### src/rtl/pipe_ctrl_pkg.sv
// Shared types and constants for the pipeline stall/flush controller.
package pipe_ctrl_pkg;

  // Stage indices into the stall vector
  localparam int STAGE_PC    = 0;
  localparam int STAGE_IF_ID = 1;
  localparam int STAGE_ID_EX = 2;
  localparam int STAGE_EX_MM = 3;
  localparam int STAGE_MM_WB = 4;
  localparam int STAGE_WB    = 5;

  localparam logic STOP     = 1'b1;
  localparam logic NO_STOP  = 1'b0;
  localparam logic FLUSH    = 1'b1;
  localparam logic NO_FLUSH = 1'b0;

  typedef enum logic {
    ST_IDLE,
    ST_FLUSH
  } state_t;

  // Counter width for values 0..n-1, never narrower than one bit
  function automatic int cnt_width(input int n);
    int w;
    w = $clog2(n);
    return (w < 1) ? 1 : w;
  endfunction

endpackage

### src/rtl/pipe_ctrl_if.sv
// Request/response bundle between the pipeline and its stall/flush controller.
interface pipe_ctrl_if #(
  parameter int NSTAGES = 6,
  parameter int ADDR_W  = 32,
  parameter int CNT_W   = 32
);
  logic [NSTAGES-1:0] stallreq;
  logic               flush_req;
  logic [ADDR_W-1:0]  flush_pc;
  logic [NSTAGES-1:0] stall;
  logic               flush;
  logic [ADDR_W-1:0]  new_pc;
  logic               new_pc_valid;
  logic [CNT_W-1:0]   stall_cnt;
  logic               wdog;
  logic               busy;

  // Pipeline side: raises requests, consumes stall/flush controls
  modport master (
    output stallreq, flush_req, flush_pc,
    input  stall, flush, new_pc, new_pc_valid, stall_cnt, wdog, busy
  );

  // Controller side
  modport slave (
    input  stallreq, flush_req, flush_pc,
    output stall, flush, new_pc, new_pc_valid, stall_cnt, wdog, busy
  );
endinterface

### src/rtl/pipe_sat_cnt.sv
// Up-counter that sticks at all-ones; clear wins over increment.
module pipe_sat_cnt #(
  parameter int W = 8
) (
  input  logic         clk,
  input  logic         rst,
  input  logic         clr,
  input  logic         inc,
  output logic [W-1:0] cnt
);

  // Count up until saturated, clear on request
  always_ff @(posedge clk) begin
    if (rst || clr) begin
      cnt <= '0;
    end else if (inc && (cnt != '1)) begin
      cnt <= cnt + W'(1);
    end
  end

endmodule

### src/rtl/pipe_ctrl.sv
// Central stall/flush controller for the five-stage pipeline.
//
// state    | meaning
// ST_IDLE  | no flush in progress; flush_req is accepted combinationally
// ST_FLUSH | holding flush for the remaining cycles of a multi-cycle flush
module pipe_ctrl
  import pipe_ctrl_pkg::*;
#(
  parameter int NSTAGES   = 6,
  parameter int ADDR_W    = 32,
  parameter int FLUSH_CYC = 1,
  parameter int CNT_W     = 32,
  parameter int WDOG_CYC  = 1024
) (
  input logic         clk,
  input logic         rst,
  pipe_ctrl_if.slave  bus
);

  localparam int FC_W = cnt_width(FLUSH_CYC);
  localparam int WD_W = cnt_width(WDOG_CYC + 1);
  localparam logic [FC_W-1:0] FC_RELOAD = FC_W'((FLUSH_CYC > 1) ? FLUSH_CYC - 1 : 0);
  localparam logic [WD_W-1:0] WD_LAST   = WD_W'((WDOG_CYC > 0) ? WDOG_CYC - 1 : 0);

  state_t             state;
  logic [FC_W-1:0]    fcnt;
  logic [ADDR_W-1:0]  cap_pc;

  logic               seen;
  logic [NSTAGES-1:0] stall_enc;
  logic               flush_on;
  logic [NSTAGES-1:0] stall_vec;
  logic               flush_act;
  logic [ADDR_W-1:0]  pc_sel;
  logic               pc_strobe;
  logic               in_flush;
  logic               stall_any;

  logic [CNT_W-1:0]   stall_cnt;
  logic [WD_W-1:0]    wd_cnt;
  logic               wd_expire;
  logic               wdog_q;

  // Every stage at or below the highest requester holds
  always_comb begin
    seen      = 1'b0;
    stall_enc = '0;
    for (int k = NSTAGES - 1; k >= 0; k--) begin
      seen         = seen | bus.stallreq[k];
      stall_enc[k] = seen;
    end
  end

  assign flush_on = bus.flush_req | (state == ST_FLUSH);

  // Output muxing: reset blanks everything, flush overrides stall
  always_comb begin
    stall_vec = '0;
    flush_act = 1'b0;
    pc_sel    = '0;
    pc_strobe = 1'b0;
    in_flush  = 1'b0;
    if (!rst) begin
      flush_act = flush_on;
      stall_vec = flush_on ? '0 : stall_enc;
      pc_strobe = bus.flush_req;
      in_flush  = (state == ST_FLUSH);
      if (bus.flush_req) begin
        pc_sel = bus.flush_pc;
      end else if (state == ST_FLUSH) begin
        pc_sel = cap_pc;
      end
    end
  end

  assign stall_any = |stall_vec;

  // Flush sequencer; a new request restarts the sequence from the top
  always_ff @(posedge clk) begin
    if (rst) begin
      state  <= ST_IDLE;
      fcnt   <= '0;
      cap_pc <= '0;
    end else if (bus.flush_req) begin
      cap_pc <= bus.flush_pc;
      if (FLUSH_CYC > 1) begin
        state <= ST_FLUSH;
        fcnt  <= FC_RELOAD;
      end else begin
        state <= ST_IDLE;
        fcnt  <= '0;
      end
    end else if (state == ST_FLUSH) begin
      if (fcnt == FC_W'(1)) begin
        state <= ST_IDLE;
        fcnt  <= '0;
      end else begin
        fcnt <= fcnt - FC_W'(1);
      end
    end
  end

  pipe_sat_cnt #(.W(CNT_W)) u_stall_cnt (
    .clk (clk),
    .rst (rst),
    .clr (1'b0),
    .inc (stall_any),
    .cnt (stall_cnt)
  );

  // The watchdog run restarts whenever the pipeline moves or a pulse fires
  assign wd_expire = (WDOG_CYC != 0) && stall_any && (wd_cnt == WD_LAST);

  pipe_sat_cnt #(.W(WD_W)) u_wdog_cnt (
    .clk (clk),
    .rst (rst),
    .clr (!stall_any || wd_expire),
    .inc (stall_any),
    .cnt (wd_cnt)
  );

  // One-cycle watchdog pulse, registered
  always_ff @(posedge clk) begin
    if (rst) begin
      wdog_q <= 1'b0;
    end else begin
      wdog_q <= wd_expire;
    end
  end

  assign bus.stall        = stall_vec;
  assign bus.flush        = flush_act;
  assign bus.new_pc       = pc_sel;
  assign bus.new_pc_valid = pc_strobe;
  assign bus.busy         = in_flush;
  assign bus.stall_cnt    = stall_cnt;
  assign bus.wdog         = wdog_q;

endmodule

### src/flat_wrapper.sv
// flat-port wrapper written by rule: the top's interface ports become plain ports
module pipe_ctrl_flat import pipe_ctrl_pkg::*;
#(
  parameter int NSTAGES   = 6,
  parameter int ADDR_W    = 32,
  parameter int FLUSH_CYC = 1,
  parameter int CNT_W     = 32,
  parameter int WDOG_CYC  = 1024
)
  (clk, rst, bus_stallreq, bus_flush_req, bus_flush_pc, bus_stall, bus_flush, bus_new_pc, bus_new_pc_valid, bus_stall_cnt, bus_wdog, bus_busy);
  pipe_ctrl_if #(.NSTAGES(NSTAGES), .ADDR_W(ADDR_W), .CNT_W(CNT_W)) bus_i ();
  input logic clk;
  input logic rst;
  input wire logic [$bits(bus_i.stallreq)-1:0] bus_stallreq;
  input wire logic [$bits(bus_i.flush_req)-1:0] bus_flush_req;
  input wire logic [$bits(bus_i.flush_pc)-1:0] bus_flush_pc;
  output wire logic [$bits(bus_i.stall)-1:0] bus_stall;
  output wire logic [$bits(bus_i.flush)-1:0] bus_flush;
  output wire logic [$bits(bus_i.new_pc)-1:0] bus_new_pc;
  output wire logic [$bits(bus_i.new_pc_valid)-1:0] bus_new_pc_valid;
  output wire logic [$bits(bus_i.stall_cnt)-1:0] bus_stall_cnt;
  output wire logic [$bits(bus_i.wdog)-1:0] bus_wdog;
  output wire logic [$bits(bus_i.busy)-1:0] bus_busy;
  assign bus_i.stallreq = bus_stallreq;
  assign bus_i.flush_req = bus_flush_req;
  assign bus_i.flush_pc = bus_flush_pc;
  assign bus_stall = bus_i.stall;
  assign bus_flush = bus_i.flush;
  assign bus_new_pc = bus_i.new_pc;
  assign bus_new_pc_valid = bus_i.new_pc_valid;
  assign bus_stall_cnt = bus_i.stall_cnt;
  assign bus_wdog = bus_i.wdog;
  assign bus_busy = bus_i.busy;
  pipe_ctrl #(.NSTAGES(NSTAGES), .ADDR_W(ADDR_W), .FLUSH_CYC(FLUSH_CYC), .CNT_W(CNT_W), .WDOG_CYC(WDOG_CYC)) u_core (.clk(clk), .rst(rst), .bus(bus_i));
endmodule
### config.mk
export PLATFORM = sky130hd
export DESIGN_NAME = pipe_ctrl_flat
export DESIGN_NICKNAME = d
export VERILOG_FILES = /design/src/rtl/pipe_ctrl_pkg.sv /design/src/rtl/pipe_ctrl_if.sv /design/src/rtl/pipe_sat_cnt.sv /design/src/rtl/pipe_ctrl.sv /design/src/flat_wrapper.sv
export SDC_FILE = /design/constraint.sdc
export NUM_CORES = 1
export LEC_CHECK = 0
export CAP_MARGIN = 30
export CORE_UTILIZATION = 42
export CTS_CLUSTER_DIAMETER = 30
export DETAILED_ROUTE_END_ITERATION = 7
export GPL_TIMING_DRIVEN = 0
export HOLD_SLACK_MARGIN = 0.02
export PLACE_DENSITY = 0.76
export RECOVER_POWER = 50
export SYNTH_ARGS = -nofsm -noshare
export SYNTH_HDL_FRONTEND = slang
export SYNTH_SLANG_ARGS = --single-unit
### constraint.sdc
create_clock -name clk -period 1.83 [get_ports clk]
set_clock_uncertainty 0.15 [all_clocks]
set_input_delay 0.183 -clock clk [delete_from_list [all_inputs] [get_ports clk]]
set_output_delay 0.183 -clock clk [all_outputs]
set_load 0.01 [all_outputs]
**Word-level counts from Yosys, hierarchy flattened**

Cells that the tools add are included.
W data, S select, Z words.

- Flip-flop bits (word level): 78
- Input port bits: 41
- Output and inout port bits: 74

- $add $sub $neg: 3
- Eq/ne operators: 3
- Multiplexer cells: 10
- Bitwise operators: 7
- Reduce and logical (&&, ||, !) cells: 9

Operators by type and width:

| operator | count |
|---|---|
| $mux W32 | 3 |
| $add A32 B1 Y32 const B | 1 |
| $ne A32 B32 Y1 const B | 1 |
| $mux W6 | 2 |
| $add A11 B1 Y11 const B | 1 |
| $eq A11 B10 Y1 const B | 1 |
| $ne A11 B11 Y1 const B | 1 |
| $or A1 B1 Y1 | 6 |
| $reduce_or A6 Y1 | 1 |
| $mux W1 | 5 |
| $logic_and A1 B1 Y1 | 3 |
| $reduce_or A3 Y1 | 1 |
| $logic_or A1 B1 Y1 | 2 |
| $reduce_or A2 Y1 | 1 |
| $logic_not A1 Y1 | 1 |
| $not A1 Y1 | 1 |
| $sub A1 B1 Y1 const B | 1 |

**Longest topological paths before layout**

- Depth in word-level cells: 11
- Depth in mapped cells: 9
- Mapped depth without buffers: 6

**By module**

Synthesis repeated with hierarchy kept, for this count alone.

- Cells, all modules: 451
- Area, all modules: 3912.5 um^2

By module, submodules not included:

| module | times used | cells each | area each (um^2) |
|---|---|---|---|
| pipe_sat_cnt at u_core.u_stall_cnt | 1 | 189 | 1681.6 |
| pipe_ctrl | 1 | 189 | 1592.8 |
| pipe_sat_cnt at u_core.u_wdog_cnt | 1 | 73 | 638.1 |

**Least setup slack after synthesis**

No wires, ideal clock.

- Kind: flip-flop to flip-flop
- From: register u_core.u_stall_cnt.cnt[24]
- To: register u_core.u_stall_cnt.cnt[1]
- Setup time: 0.123 ns
- Data arrival time: 1.841 ns
- Required time: 1.557 ns
- Slack: -0.284 ns
- Cell stages (with the launch flop): 7
- Clock period less this slack: 2.114 ns
- Cell sequence: dfxtp_1 and4_1 nand2_1 nor4_4 buf_2 nor2_1 mux2_1

- Longest elaborated chain between the ends: 2

Ends and longest elaborated chain:

| element | RTL line | RTL |
|---|---|---|
| start: declaration | pipe_sat_cnt.sv:9 | `output logic [W-1:0] cnt` |
| start signal: assignment | pipe_sat_cnt.sv:17 | `cnt <= cnt + W'(1);` |
| $ne A32 B32 Y1 | pipe_sat_cnt.sv:16 | `end else if (inc && (cnt != '1)) begin` |
| $logic_and A1 B1 Y1 | pipe_sat_cnt.sv:16 |  |

No other way between the ends.
A chain may end at the register's enable or synchronous reset.

**Worst setup path after layout**

- From: register u_core.u_stall_cnt.cnt[16]
- To: register u_core.u_stall_cnt.cnt[31]

- Longest elaborated chain between the ends: 2
- Elaborated cells on any way between the ends: 3
- Those cells by class: 1 x add/sub; 1 x eq/ne; 1 x reduce/logical

Ends and longest elaborated chain:

| element |
|---|
| branches (longest 2 deep; another with $add A32 B1 Y32) |

Several ways; the timed one is not identified.

==> results.sh <==
export IMPL_synth_ff_type="dfxtp_1"
export IMPL_final_max_slew_viol_count=0
export IMPL_clk_pin_slew_ns=0.08
export IMPL_die_area_um2=9310
export IMPL_status="finished with violations"
export IMPL_die_height_um=96.5
export IMPL_num_vias=4066
export IMPL_synthMuxAreaShare_pct=8.84
export IMPL_violations="setup timing"
export IMPL_drive_gt1_share_pct=37.6
export IMPL_required_ns=1.97
export IMPL_initial_utilization_pct=43.2
export IMPL_synth_edf_count=0
export IMPL_vdd_drop_max_mv=0.391
export IMPL_synth_cells=433
export IMPL_netlist_area_leader_share_pct=41.6
export IMPL_critical_path_cell_chain="and3_4, and4_4, o2111ai_4, or4_1, a21oi_1"
export IMPL_hold_depth=3
export IMPL_dp_hpwl_um=7410
export IMPL_detail_route_vias_per_cell=5.65
export IMPL_p_leak_nw=2.37
export IMPL_end_kind="register"
export IMPL_cts_sinks=78
export IMPL_place_gp_congestion=0.828
export IMPL_cap_violations=0
export IMPL_holdPathEnd="u_core.state$_SDFF_PP0_"
export IMPL_synth_compound_area_share_pct=13.8
export IMPL_timing_final_ws_setup_ns=-0.259
export IMPL_fmax_ghz=0.479
export IMPL_critPathTopFamily="simple AND/OR/NAND/NOR gates"
export IMPL_antenna_cells=0
export IMPL_worst_path_max_delay_cell="or4_1"
export IMPL_synth_top_family_by_area="simple AND/OR/NAND/NOR gates"
export IMPL_synth_simple_area_share_pct=28.9
export IMPL_final_setup_tns_ns=-8.11
export IMPL_worstSetupPathType="register to register"
export IMPL_place_inst=655
export IMPL_first_global_vias=3746
export IMPL_syn_avg_cell_area_um2=8.66
export IMPL_dr_pass1_iters=4
export IMPL_cp_num_buf_inv=0
export IMPL_cts_root_buf="clkbuf_8"
export IMPL_wl_per_cell_um=16.9
export IMPL_worstHoldStart="rst"
export IMPL_hp_class="input port to register"
export IMPL_ys_async_sr_fraction_pct=0
export IMPL_cts_htree_levels=3
export IMPL_ys_ff_latch=78
export IMPL_grtUsageTotal_pct=24.9
export IMPL_total_power_w=0.00362
export IMPL_pin_count=115
export IMPL_r2r_end="u_core.u_stall_cnt.cnt[31]$_SDFFE_PP0P_"
export IMPL_timing_rr_start="u_core.u_stall_cnt.cnt[16]$_SDFFE_PP0P_"
export IMPL_grt_pass1_wl_um=17800
export IMPL_grt_overflow=0
export IMPL_grt_max_degree=14
export IMPL_yosys_warnings=0
export IMPL_finalSetupViolations=56
export IMPL_seq_area_frac_synth_pct=41.6
export IMPL_start_kind="register"
export IMPL_rows=34
export IMPL_regToRegSetupSlack_ns=-0.26
export IMPL_critPathArrivalTime_ns=2.23
export IMPL_synth_area_um2=3750
export IMPL_relSlewSlack_pct=57.1
export IMPL_ff2ff_path_depth=5
export IMPL_drt_iter0_markers=170
export IMPL_antenna_found_initial=0
export IMPL_period_share_pct=114
export IMPL_tritoncts="built"
export IMPL_die_x_um=96.5
export IMPL_syn_to_final_growth_pct=64.6
export IMPL_yosys_top_cells_area="dfxtp_1 42%, mux2i_1 8.5%, nor2_1 5.5%"
export IMPL_clk_path_buf_depth=2
export IMPL_finalWirelength_um=12100
export IMPL_synth_adder_area_share_pct=0.667
export IMPL_core_area_um2=8680
export IMPL_fin_nets=650
export IMPL_antenna_left=0
export IMPL_synth_nets=476
export IMPL_tightest_slew_ns=0.644
export IMPL_finalHoldViolCount=0
export IMPL_worstPathMaxFanout=7
export IMPL_p_per_area_nw_per_um2=587
export IMPL_synth_largest_area_cell="dfxtp_1"
export IMPL_grt_setup_unrepaired="yes"
export IMPL_cp_slowest_stage_delay_ns=0.59
export IMPL_clk_latency_ns=0.36
export IMPL_drc_errors=0
export IMPL_final_cells=720
export IMPL_io_buffer_count=114
export IMPL_cts_buffers=9
export IMPL_synth_distinct_cells=48
export IMPL_fin_crit_ns=2.09
export IMPL_synth_xor_area_share_pct=1.63
-- stage by stage --
stage	area (µm²)	worst slack, ns	util, %	hold WS, ns
finish	6170	-0.259	71.1	0.267
detailed placement	5080	-1.22	58.5	0.270
global route	6170	-0.327	71.1	0.292
CTS	5840	-0.245	67.2	0.257
floorplan	3800	-0.187	-	0.199
global placement	5080	-1.18	58.5	0.259
-- how the worst max path moves through the flow --
stage                     cells after the start                               startpoint  slack [ns]                                      end
after floorplan                               6  u_core.u_stall_cnt.cnt[19]$_SDFFE_PP0P_       -0.19   u_core.u_stall_cnt.cnt[1]$_SDFFE_PP0P_
after global placement                        6                            bus_flush_req       -1.18                           bus_new_pc[24]
after detailed placement                      6                            bus_flush_req       -1.22                           bus_new_pc[24]
after CTS                                     8                  u_core.state$_SDFF_PP0_       -0.25  u_core.u_stall_cnt.cnt[16]$_SDFFE_PP0P_
after global routing                          5  u_core.u_stall_cnt.cnt[16]$_SDFFE_PP0P_       -0.33  u_core.u_stall_cnt.cnt[31]$_SDFFE_PP0P_
final                                         5  u_core.u_stall_cnt.cnt[16]$_SDFFE_PP0P_       -0.26  u_core.u_stall_cnt.cnt[31]$_SDFFE_PP0P_
-- power breakdown --
| part | internal, W | leakage [nW] | switching (W) |
|---|---|---|---|
| combinational | 0.000264 | 1.61 | 0.000244 |
| sequential | 0.00173 | 0.650 | 0.0000198 |
| clock | 0.000699 | 0.106 | 0.000670 |
-- cell families after synthesis --
logic type,count (synthesis)
multiplexers,33
AO/OA/AOI/OAI,81
AND/OR/NAND/NOR,199
XOR/XNOR,7
adder cells (fa/ha/maj),2
buffers and inverters,33
flip-flops,78
-- synth_stat cells (4+ instances only) --
master and number:
clkbuf_1 16, dfxtp_1 78, or3_1 8, nand2_1 19, inv_1 4, nand4_1 11
o31ai_1 18, or4_1 17, nand3_1 15, xnor2_1 7, buf_2 4, o21ai_0 9
and4_1 8, mux2i_1 32, nor4_1 5, a21oi_1 36, nor2_1 55, buf_1 4
nor3_1 38
-- flip-flops by register name, indices dropped and copies added, names as in the netlist --
name,flops
u_core.cap_pc,32
u_core.fcnt,1
u_core.state,1
u_core.u_stall_cnt.cnt,32
u_core.bus.wdog,1
u_core.u_wdog_cnt.cnt,11
-- cell type report --
type | count | area, µm²
timing repair buffer | 163 | 1430
fill | 643 | 2510
buffer | 28 | 287
clock buffer | 13 | 191
sequential | 78 | 1620
tap | 108 | 135
clock inverter | 3 | 21.3
multi-input combinational | 322 | 2470
inverter | 5 | 26.3
-- cells in the final DEF, fill, tap and decap left out, drive strengths merged, types with 9 or more instances in the layout --
| master | count |
|---|---|
| buf | 92 |
| dfxtp | 78 |
| a21oi | 36 |
| o31ai | 18 |
| mux2i | 32 |
| nand3 | 15 |
| or3 | 9 |
| clkdlybuf4s50 | 71 |
| or4 | 17 |
| o21ai | 10 |
| nor2 | 55 |
| nand4 | 11 |
| nor3 | 38 |
| clkbuf | 36 |
| nand2 | 21 |
-- what timing repair did --
action / in CTS / in global routing
setup buffers: 25 / 18
cloned: 5 / 1
endpoints found under the setup margin: 114 / 73
pin swaps: 29 / 25
gates resized for setup: 238 / 92
hold buffers: 0 / 0
-- worst min-delay path, stage by stage --
cell and delay (ns):
dlygate4sd2_1 0.31, nor2b_2 0.09, nor3b_1 0.14
-- layer usage --
layer	track usage [%]	routed length, µm	share of wire, %
met1	28.0	4790	39
met2	43.7	6170	51
met3	8.06	918	7.6
met4	9.68	270	2.2
met5	0	0	0
Power figures use the tool's default switching activity.
